$ cat src/rtl/stopwatch_pkg.sv
`default_nettype none
// ============================================================================
// Module  : stopwatch_pkg
// Purpose : Shared types and constants for the stopwatch time-keeping stage:
//           FSM state encoding, BCD digit width, field limits and the
//           per-field blank masks used by the display multiplexer.
// Ports   : none (package)
// Revision: 1.0 - initial release
// ============================================================================
package stopwatch_pkg;

   typedef enum logic [0:0] {
      RUN   = 1'b0,
      PAUSE = 1'b1
   } sw_state_t;

   localparam int DIGIT_W = 4;

   localparam logic [DIGIT_W-1:0] FIELD_MAX_TENS = 4'd5;
   localparam logic [DIGIT_W-1:0] FIELD_MAX_ONES = 4'd9;

   // Blank mask bit order is {min_tens, min_ones, sec_tens, sec_ones}
   localparam logic [3:0] BLANK_MIN  = 4'b1100;
   localparam logic [3:0] BLANK_SEC  = 4'b0011;
   localparam logic [3:0] BLANK_NONE = 4'b0000;

endpackage : stopwatch_pkg
`default_nettype wire

$ cat src/rtl/mod60_bcd.sv
`default_nettype none
// ============================================================================
// Module  : mod60_bcd
// Purpose : Two-digit BCD field counting 00..59 and wrapping to 00.
// Ports   : clk       - system clock
//           rst       - asynchronous active-high reset, clears both digits
//           inc       - advance the field by one on this clock edge
//           tens      - BCD tens digit (0..5)
//           ones      - BCD ones digit (0..9)
//           carry_out - combinational, high when inc is asserted at 59
// Revision: 1.0 - initial release
// ============================================================================
module mod60_bcd
   import stopwatch_pkg::*;
(
   input  logic               clk,
   input  logic               rst,
   input  logic               inc,
   output logic [DIGIT_W-1:0] tens,
   output logic [DIGIT_W-1:0] ones,
   output logic               carry_out
);

   logic w_ones_max;
   logic w_tens_max;

   assign w_ones_max = (ones == FIELD_MAX_ONES);
   assign w_tens_max = (tens == FIELD_MAX_TENS);
   assign carry_out  = inc & w_ones_max & w_tens_max;

   always_ff @(posedge clk or posedge rst) begin
      if (rst) begin
         tens <= '0;
         ones <= '0;
      end else if (inc) begin
         if (w_ones_max) begin
            ones <= '0;
            tens <= w_tens_max ? '0 : tens + 4'd1;
         end else begin
            ones <= ones + 4'd1;
         end
      end
   end

endmodule : mod60_bcd
`default_nettype wire

$ cat src/rtl/stopwatch_counter.sv
`default_nettype none
// ============================================================================
// Module  : stopwatch_counter
// Purpose : MM:SS stopwatch. Edge-detects the divider's 1 Hz count clock and
//           2 Hz adjust clock, runs a RUN/PAUSE FSM, supports per-field
//           manual adjust and produces a per-digit blink mask.
// Config  : STOPWATCH_BLINK_EN - when defined, blank flashes the selected
//           field in adjust mode; when undefined blank is tied to zero and
//           blink_clk is ignored.
// Ports   : clk          - system clock
//           rst          - asynchronous active-high reset
//           counter_clk  - 1 Hz level, rising edge = count tick
//           adj_clk      - 2 Hz level, rising edge = adjust tick
//           blink_clk    - blink level
//           pause_pulse  - one-cycle RUN/PAUSE toggle request
//           adj          - adjust mode switch
//           sel          - adjust field: 0 minutes, 1 seconds
//           min_tens..sec_ones - BCD digits
//           running      - registered: RUN and not adjusting
//           blank        - registered per-digit blank mask
// Revision: 1.0 - initial release
// ============================================================================
module stopwatch_counter
   import stopwatch_pkg::*;
(
   input  logic               clk,
   input  logic               rst,
   input  logic               counter_clk,
   input  logic               adj_clk,
   input  logic               blink_clk,
   input  logic               pause_pulse,
   input  logic               adj,
   input  logic               sel,
   output logic [DIGIT_W-1:0] min_tens,
   output logic [DIGIT_W-1:0] min_ones,
   output logic [DIGIT_W-1:0] sec_tens,
   output logic [DIGIT_W-1:0] sec_ones,
   output logic               running,
   output logic [3:0]         blank
);

   sw_state_t r_state;
   sw_state_t w_state_next;

   logic r_cnt_prev;
   logic r_adj_prev;
   logic w_cnt_tick;
   logic w_adj_tick;
   logic w_sec_inc;
   logic w_min_inc;
   logic w_sec_carry;
   logic w_min_carry_unused;
   logic w_running_next;

   // Previous-value registers power up high, like the divider outputs, so
   // a divider that is already high at reset release never fakes a tick.
   always_ff @(posedge clk or posedge rst) begin
      if (rst) begin
         r_cnt_prev <= 1'b1;
         r_adj_prev <= 1'b1;
      end else begin
         r_cnt_prev <= counter_clk;
         r_adj_prev <= adj_clk;
      end
   end

   assign w_cnt_tick = counter_clk & ~r_cnt_prev;
   assign w_adj_tick = adj_clk & ~r_adj_prev;

   always_ff @(posedge clk or posedge rst) begin
      if (rst) begin
         r_state <= RUN;
         running <= 1'b1;
      end else begin
         r_state <= w_state_next;
         running <= w_running_next;
      end
   end

   // The count decision uses the pre-toggle state, so a tick coinciding
   // with a pause request is counted only when leaving RUN.
   always_comb begin
      w_state_next   = r_state;
      w_sec_inc      = 1'b0;
      w_min_inc      = 1'b0;
      w_running_next = 1'b0;

      if (adj) begin
         // Adjust mode: count ticks are dropped and fields never carry.
         w_sec_inc = w_adj_tick & sel;
         w_min_inc = w_adj_tick & ~sel;
      end else begin
         if (r_state == RUN) begin
            w_sec_inc = w_cnt_tick;
            w_min_inc = w_sec_carry;
         end
         if (pause_pulse) begin
            w_state_next = (r_state == RUN) ? PAUSE : RUN;
         end
      end

      w_running_next = (w_state_next == RUN) & ~adj;
   end

   mod60_bcd u_sec (
      .clk       (clk),
      .rst       (rst),
      .inc       (w_sec_inc),
      .tens      (sec_tens),
      .ones      (sec_ones),
      .carry_out (w_sec_carry)
   );

   mod60_bcd u_min (
      .clk       (clk),
      .rst       (rst),
      .inc       (w_min_inc),
      .tens      (min_tens),
      .ones      (min_ones),
      .carry_out (w_min_carry_unused)
   );

`ifdef STOPWATCH_BLINK_EN
   always_ff @(posedge clk or posedge rst) begin
      if (rst) begin
         blank <= BLANK_NONE;
      end else if (adj && blink_clk) begin
         blank <= sel ? BLANK_SEC : BLANK_MIN;
      end else begin
         blank <= BLANK_NONE;
      end
   end
`else
   logic w_unused_blink;
   assign w_unused_blink = blink_clk;
   assign blank          = BLANK_NONE;
`endif

endmodule : stopwatch_counter
`default_nettype wire
$ cat config.mk
export PLATFORM = sky130hd
export DESIGN_NAME = stopwatch_counter
export DESIGN_NICKNAME = d
export VERILOG_FILES = /design/src/rtl/stopwatch_pkg.sv /design/src/rtl/mod60_bcd.sv /design/src/rtl/stopwatch_counter.sv
export SDC_FILE = /design/constraint.sdc
export NUM_CORES = 1
export LEC_CHECK = 0
export CORE_MARGIN = 2
export CORE_UTILIZATION = 45
export DETAILED_ROUTE_END_ITERATION = 16
export GPL_TIMING_DRIVEN = 0
export PLACE_DENSITY = 0.81
export REMOVE_ABC_BUFFERS = 1
export SKIP_LAST_GASP = 1
export SLEW_MARGIN = 20
export SYNTH_ARGS = -nofsm -noshare
export SYNTH_HDL_FRONTEND = slang
export SYNTH_HIERARCHICAL = 1
export SYNTH_SLANG_ARGS = --single-unit
$ cat constraint.sdc
create_clock -name clk -period 4.8 [get_ports clk]
set_clock_uncertainty 0.05 [all_clocks]
set_input_delay 0.96 -clock clk [delete_from_list [all_inputs] [get_ports clk]]
set_output_delay 0.96 -clock clk [all_outputs]
set_load 0.01 [all_outputs]
After elaboration in Yosys (flattened, before gate mapping). Index checks and enable logic that the tools add are counted.

$add $sub $neg: 4. Muxes and demuxes: 11. Equality and inequality tests: 4. Reduce and logical (&&, ||, !) cells: 2. Bitwise logic cells: 12.

Operators with widths (number): 4-bit by 1-bit adder with 4-bit output, second input constant (4); 4-bit two-way mux (4); 4-bit by 3-bit == test with 1-bit output, second input constant (2); 4-bit == test, second input constant (2); 1-bit bitwise AND (7); 1-bit two-way mux (7); 1-bit NOT (5); 2-bit AND reduction (2).

Register bits after elaboration: 20. Bits of input ports: 8. Word-level logic and storage cells: 41. Output and inout port bits: 21.

Depth between registers and ports, before layout. Gate-level depths: netlist of the first run.

Word-level depth: 9. Gate-level depth with buffers: 9. Mapped depth without buffers: 9.

Cells and area by module. The synthesis of the first run kept the hierarchy.

By module, submodules not included: mod60_bcd (area an instance 407.9 um2, sequential area each 200.2 um2, times used 2, cells an instance 35); stopwatch_counter (area an instance 211.5 um2, sequential area each 103.8 um2, times used 1, cells an instance 20).

Worst setup path before layout of the first run. OpenSTA, ideal clock, no wires.

Kind: input-to-reg. From: in adj. To: reg u_min.tens[1]. Setup time: 0.125 ns. Data required time: 4.625 ns. Arrival: 2.962 ns. Path slack: 1.662 ns. Buffers on the path: 0. Cell stages on the path: 9. Path through: or4b_1 > nand2_1 > and4b_4 > nand2_4 > nor4b_2 > a22o_1 > and4b_4 > nand2_4 > mux2_4.

Word-level cells in the longest chain between the ends: 6.

RTL lines: start: declaration (RTL line stopwatch_counter.sv:32) `input logic adj,`; 1-bit two-way mux (RTL line stopwatch_counter.sv:88) `if (adj) begin`; named net w_sec_inc (RTL line stopwatch_counter.sv:49) `logic w_sec_inc;`; 1-bit bitwise AND (2 in a row) (RTL line mod60_bcd.sv:29) `assign carry_out = inc & w_ones_max & w_tens_max;`; named net w_sec_carry (RTL line stopwatch_counter.sv:51) `logic w_sec_carry;`; 1-bit two-way mux (RTL line stopwatch_counter.sv:93) `if (r_state == RUN) begin`; 1-bit two-way mux (RTL line stopwatch_counter.sv:88); named net w_min_inc (RTL line stopwatch_counter.sv:50) `logic w_min_inc;`; 2-bit AND reduction (no source line); end signal: assignment (RTL line mod60_bcd.sv:38) `tens <= w_tens_max ? '0 : tens + 4'd1;`; end: declaration (RTL line mod60_bcd.sv:19) `output logic [DIGIT_W-1:0] tens,`.

The timed path passes the listed nets, and every way through them passes these cells. A chain may end at the register's enable or synchronous reset.

Final worst setup path of the first run. Same ends and word-level chain as after synthesis.

==> impl_summary.txt, run 1 <==
----------------------------------------------------
[Outcome]
  Outcome ... completed

[Clocking]
  Clock slew at reported path FFs ... roughly 0.12 ns
  CTS HTree Levels ... 1
  Number of hold-repair buffers added at the cts stage ... 0
  Cell at the root of the clock tree ... sky130_fd_sc_hd__clkbuf_4
  Clock net sink count ... 20
  Clock tree from TritonCTS ... built
  Number of resized instances in the post-cts repair step ... 0
  Post-CTS setup repair buffer count ... 0
  Number of buffers created by CTS ... 3
  Worst-skew pair later-pin latency ... about 0.3 ns
  Buffers from clock root to sink, at most ... 2

[Cells and area]
  Net count reported at finish ... ~120
  Syn-to-layout area delta ... 29.54%
  Share of the core filled with cells ... about three fifths
  Count of antenna diodes in the layout ... 0
  Fraction of layout cells with a size suffix above 1 ... ~14%
  Layout fillers ... 196

[Synth]
  Post-synthesis cell count ... between 80 and 90
  Post-synthesis area per instance ... ~11 um2
  Syn Std Cell Area ... ~1000 um2
  Yosys Warn Count ... 6

[Drt]
  Number of design-rule violations left by the first detailed-router iteration ... 10
  Routed Antenna Nets ... 0
  Via count ... between 700 and 800
  DRC errors left ... 0
  First-pass iteration count of the detailed router ... 4
  WL per Instance ... between 10 and 15 um
  Vias per cell ... between 5 and 6
  Final wirelength ... around 1.8 mm

[Job]
  Max Cap Violations ... 0

[Timing]
  Worst Slack Setup Final ... ~1.3 ns
  Clock period minus final worst setup slack ... around 3.5 ns
  Crit share post-route ... approximately 74%
  Achievable clock frequency ... roughly 0.28 GHz
  Number of slew-limit violations in the final report ... 0
  Unrepaired setup endpoints after global routing ... no
  Setup TNS ... 0 ns
  Count of endpoints failing hold in the final timing report ... 0
  Final count of negative-setup-slack endpoints ... 0

[Setup path]
  Delay of the slowest critical-path stage ... roughly 0.53 ns
  Crit path arrival time ... 3.67 ns
  Required @ worst endpoint ... 4.94 ns
  Startpoint type of the worst setup path ... input port
  Crit path kind ... input port to flop
  Worst-path maximum fanout ... 6
  Ordered cell list for the critical path ... clkdlybuf4s50_1 > or4b_1 > nand2_1 > and4b_4 > nand2_4 > nor4b_2 > a22o_1 > and4b_4 > nand2_4 > mux2_4
  Category of the worst setup path capture point ... flop
  Cell type of the slowest stage on the worst timing path ... sky130_fd_sc_hd__or4b_1

[Power and ir drop]
  Post-layout power ... roughly 0.00065 W
  Static Leak ... 0.6205 nW
  Worst ir drop on vdd ... about 320 uV
  Pwr dens ... 497.1 nW/um2

[Global routing]
  Maximum number of pins on one net before global-route repair ... 13
  Number of global-route vias before repair ... ~700
  All-Layer GR Usage ... between 10% and 20%
  Initial antenna violation count ... 0
  Global-route congestion overflow total ... 0
  First-pass GRT wire length ... around 3.0 mm

[Placement]
  Count of buffers inserted at the top-level ports ... 23
  HPWL Detailed ... 1.349 mm
  Final estimated routing congestion in global placement ... 0.7299
  Worst Setup Slack post-DPL ... about 0.96 ns

[Floorplanning]
  I/O pin count ... 29
  Floorplan row count ... 17
  Initial Util ... between 40% and 50%
  Floorplan core area ... approximately 2200 um2
  Full die area ... between 2000 and 3000 um2
  Die extent in y ... 51.43 um
  Horiz. Die Dim ... roughly 50 um

[Hold path]
  Min-delay worst type ... flop to flop

----------------------------------------------------
metal layers:
layer	up-vias	part of all wire, %	track usage [%]
li1	350	-	-
met3	0	4.9	3.801
met2	19	51	23.29
met5	-	0	0
met4	0	0	3.947
met1	367	44	20.26
state kept, by name, summed over array words and instances (netlist names):
register / count
r_state: 1
r_cnt_prev: 1
r_adj_prev: 1
u_min/tens: 4
u_sec/ones: 4
u_sec/tens: 4
running: 1
u_min/ones: 4
report_power, final:
| part | total, W | switching [W] | internal, W |
|---|---|---|---|
| clock | 0.000136 | 0.0000518 | 0.0000844 |
| sequential | 0.000289 | 0.0000685 | 0.000220 |
| combinational | 0.000227 | 0.0000858 | 0.000141 |
cell usage in the layout, fill, tap and decap left out:
cell / count
sky130_fd_sc_hd__a21o_1: 2
sky130_fd_sc_hd__a21oi_1: 2
sky130_fd_sc_hd__a22o_1: 1
sky130_fd_sc_hd__and2b_1: 4
sky130_fd_sc_hd__and2b_4: 2
sky130_fd_sc_hd__and3_1: 2
sky130_fd_sc_hd__and4_1: 2
sky130_fd_sc_hd__and4b_1: 2
sky130_fd_sc_hd__and4b_4: 2
sky130_fd_sc_hd__bufinv_16: 1
sky130_fd_sc_hd__clkbuf_4: 3
sky130_fd_sc_hd__clkdlybuf4s50_1: 23
sky130_fd_sc_hd__conb_1: 4
sky130_fd_sc_hd__dfrtp_1: 17
sky130_fd_sc_hd__dfstp_2: 3
sky130_fd_sc_hd__inv_1: 5
sky130_fd_sc_hd__mux2_4: 2
sky130_fd_sc_hd__nand2_1: 5
sky130_fd_sc_hd__nand2_4: 2
sky130_fd_sc_hd__nand2b_1: 1
sky130_fd_sc_hd__nand3_1: 2
sky130_fd_sc_hd__nand4b_1: 1
sky130_fd_sc_hd__nor2_1: 2
sky130_fd_sc_hd__nor2b_1: 2
sky130_fd_sc_hd__nor3_1: 2
sky130_fd_sc_hd__nor3b_1: 1
sky130_fd_sc_hd__nor4b_2: 1
sky130_fd_sc_hd__o21ai_0: 6
sky130_fd_sc_hd__o22a_1: 2
sky130_fd_sc_hd__or4b_1: 1
sky130_fd_sc_hd__xnor2_1: 5
sky130_fd_sc_hd__xor2_1: 5
worst paths after layout:
path	from	to	slack, ns	cells past startpoint
max in group asynchronous	rst	u_sec/ones[2]$_DFFE_PP0P_	3.54	2
min reg2reg	u_sec/tens[0]$_DFFE_PP0P_	u_sec/tens[0]$_DFFE_PP0P_	0.46	1
max	adj	u_min/tens[1]$_DFFE_PP0P_	1.27	10
min	u_sec/tens[0]$_DFFE_PP0P_	u_sec/tens[0]$_DFFE_PP0P_	0.46	1
max reg2reg	r_state$_DFF_PP0_	u_min/tens[1]$_DFFE_PP0P_	1.99	9
min in group asynchronous	rst	r_state$_DFF_PP0_	0.84	2
final cells by class:
| cell class | count | area [um2] | share of cell area, % |
|---|---|---|---|
| Sequential cell | 20 | 504.2 | 38.45 |
| Multi-Input combinational cell | 63 | 470.5 | 35.88 |
| Timing Repair Buffer | 23 | 230.2 | 17.56 |
| Tap cell | 28 | 35.03 | 2.672 |
| Clock inverter | 1 | 30.03 | 2.290 |
| Clock buffer | 3 | 22.52 | 1.718 |
| Inverter | 5 | 18.77 | 1.431 |
stage by stage:
| stage | cells | area, um2 | hold slack (ns) |
|---|---|---|---|
| 6_report | 143 | 1311 | 0.4594 |
| 5_1_grt | 143 | 1311 | 0.4901 |
| 4_1_cts | 143 | 1311 | 0.4658 |
| 3_5_place_dp | 139 | 1259 | 0.4457 |
| 3_3_place_gp | 139 | 1259 | 0.4291 |
| 2_1_floorplan | 88 | 993.5 | 0.4461 |
critical path: cells and delay by family:
kind | cells | cell delay, ns
AOI/OAI and AO/OA | 1 | 0.28
muxes | 1 | 0.29
buffers and inverters | 1 | 0.49
and+or+nand+nor | 7 | 1.66
Note: power is estimated with default switching activity, not from simulation.
==> inputs of run 2 (changes only) <==
==> constraint.sdc (replaced) <==
create_clock -name clk -period 3.6 [get_ports clk]
set_clock_uncertainty 0.05 [all_clocks]
set_input_delay 0.72 -clock clk [delete_from_list [all_inputs] [get_ports clk]]
set_output_delay 0.72 -clock clk [all_outputs]
set_load 0.01 [all_outputs]
==> results of run 2 <==
Same layout as run 1 (identical final DEF). Status: completed.
Among the figures that moved: setup slack after placement 0.9584 ns -> -0.001647 ns; setup slack after layout 1.268 ns -> 0.3081 ns; register-to-register setup slack 1.99 ns -> 0.79 ns; total power 0.0006519 W -> 0.0008692 W; worst IR drop on VDD 320.0 uV -> 426.7 uV
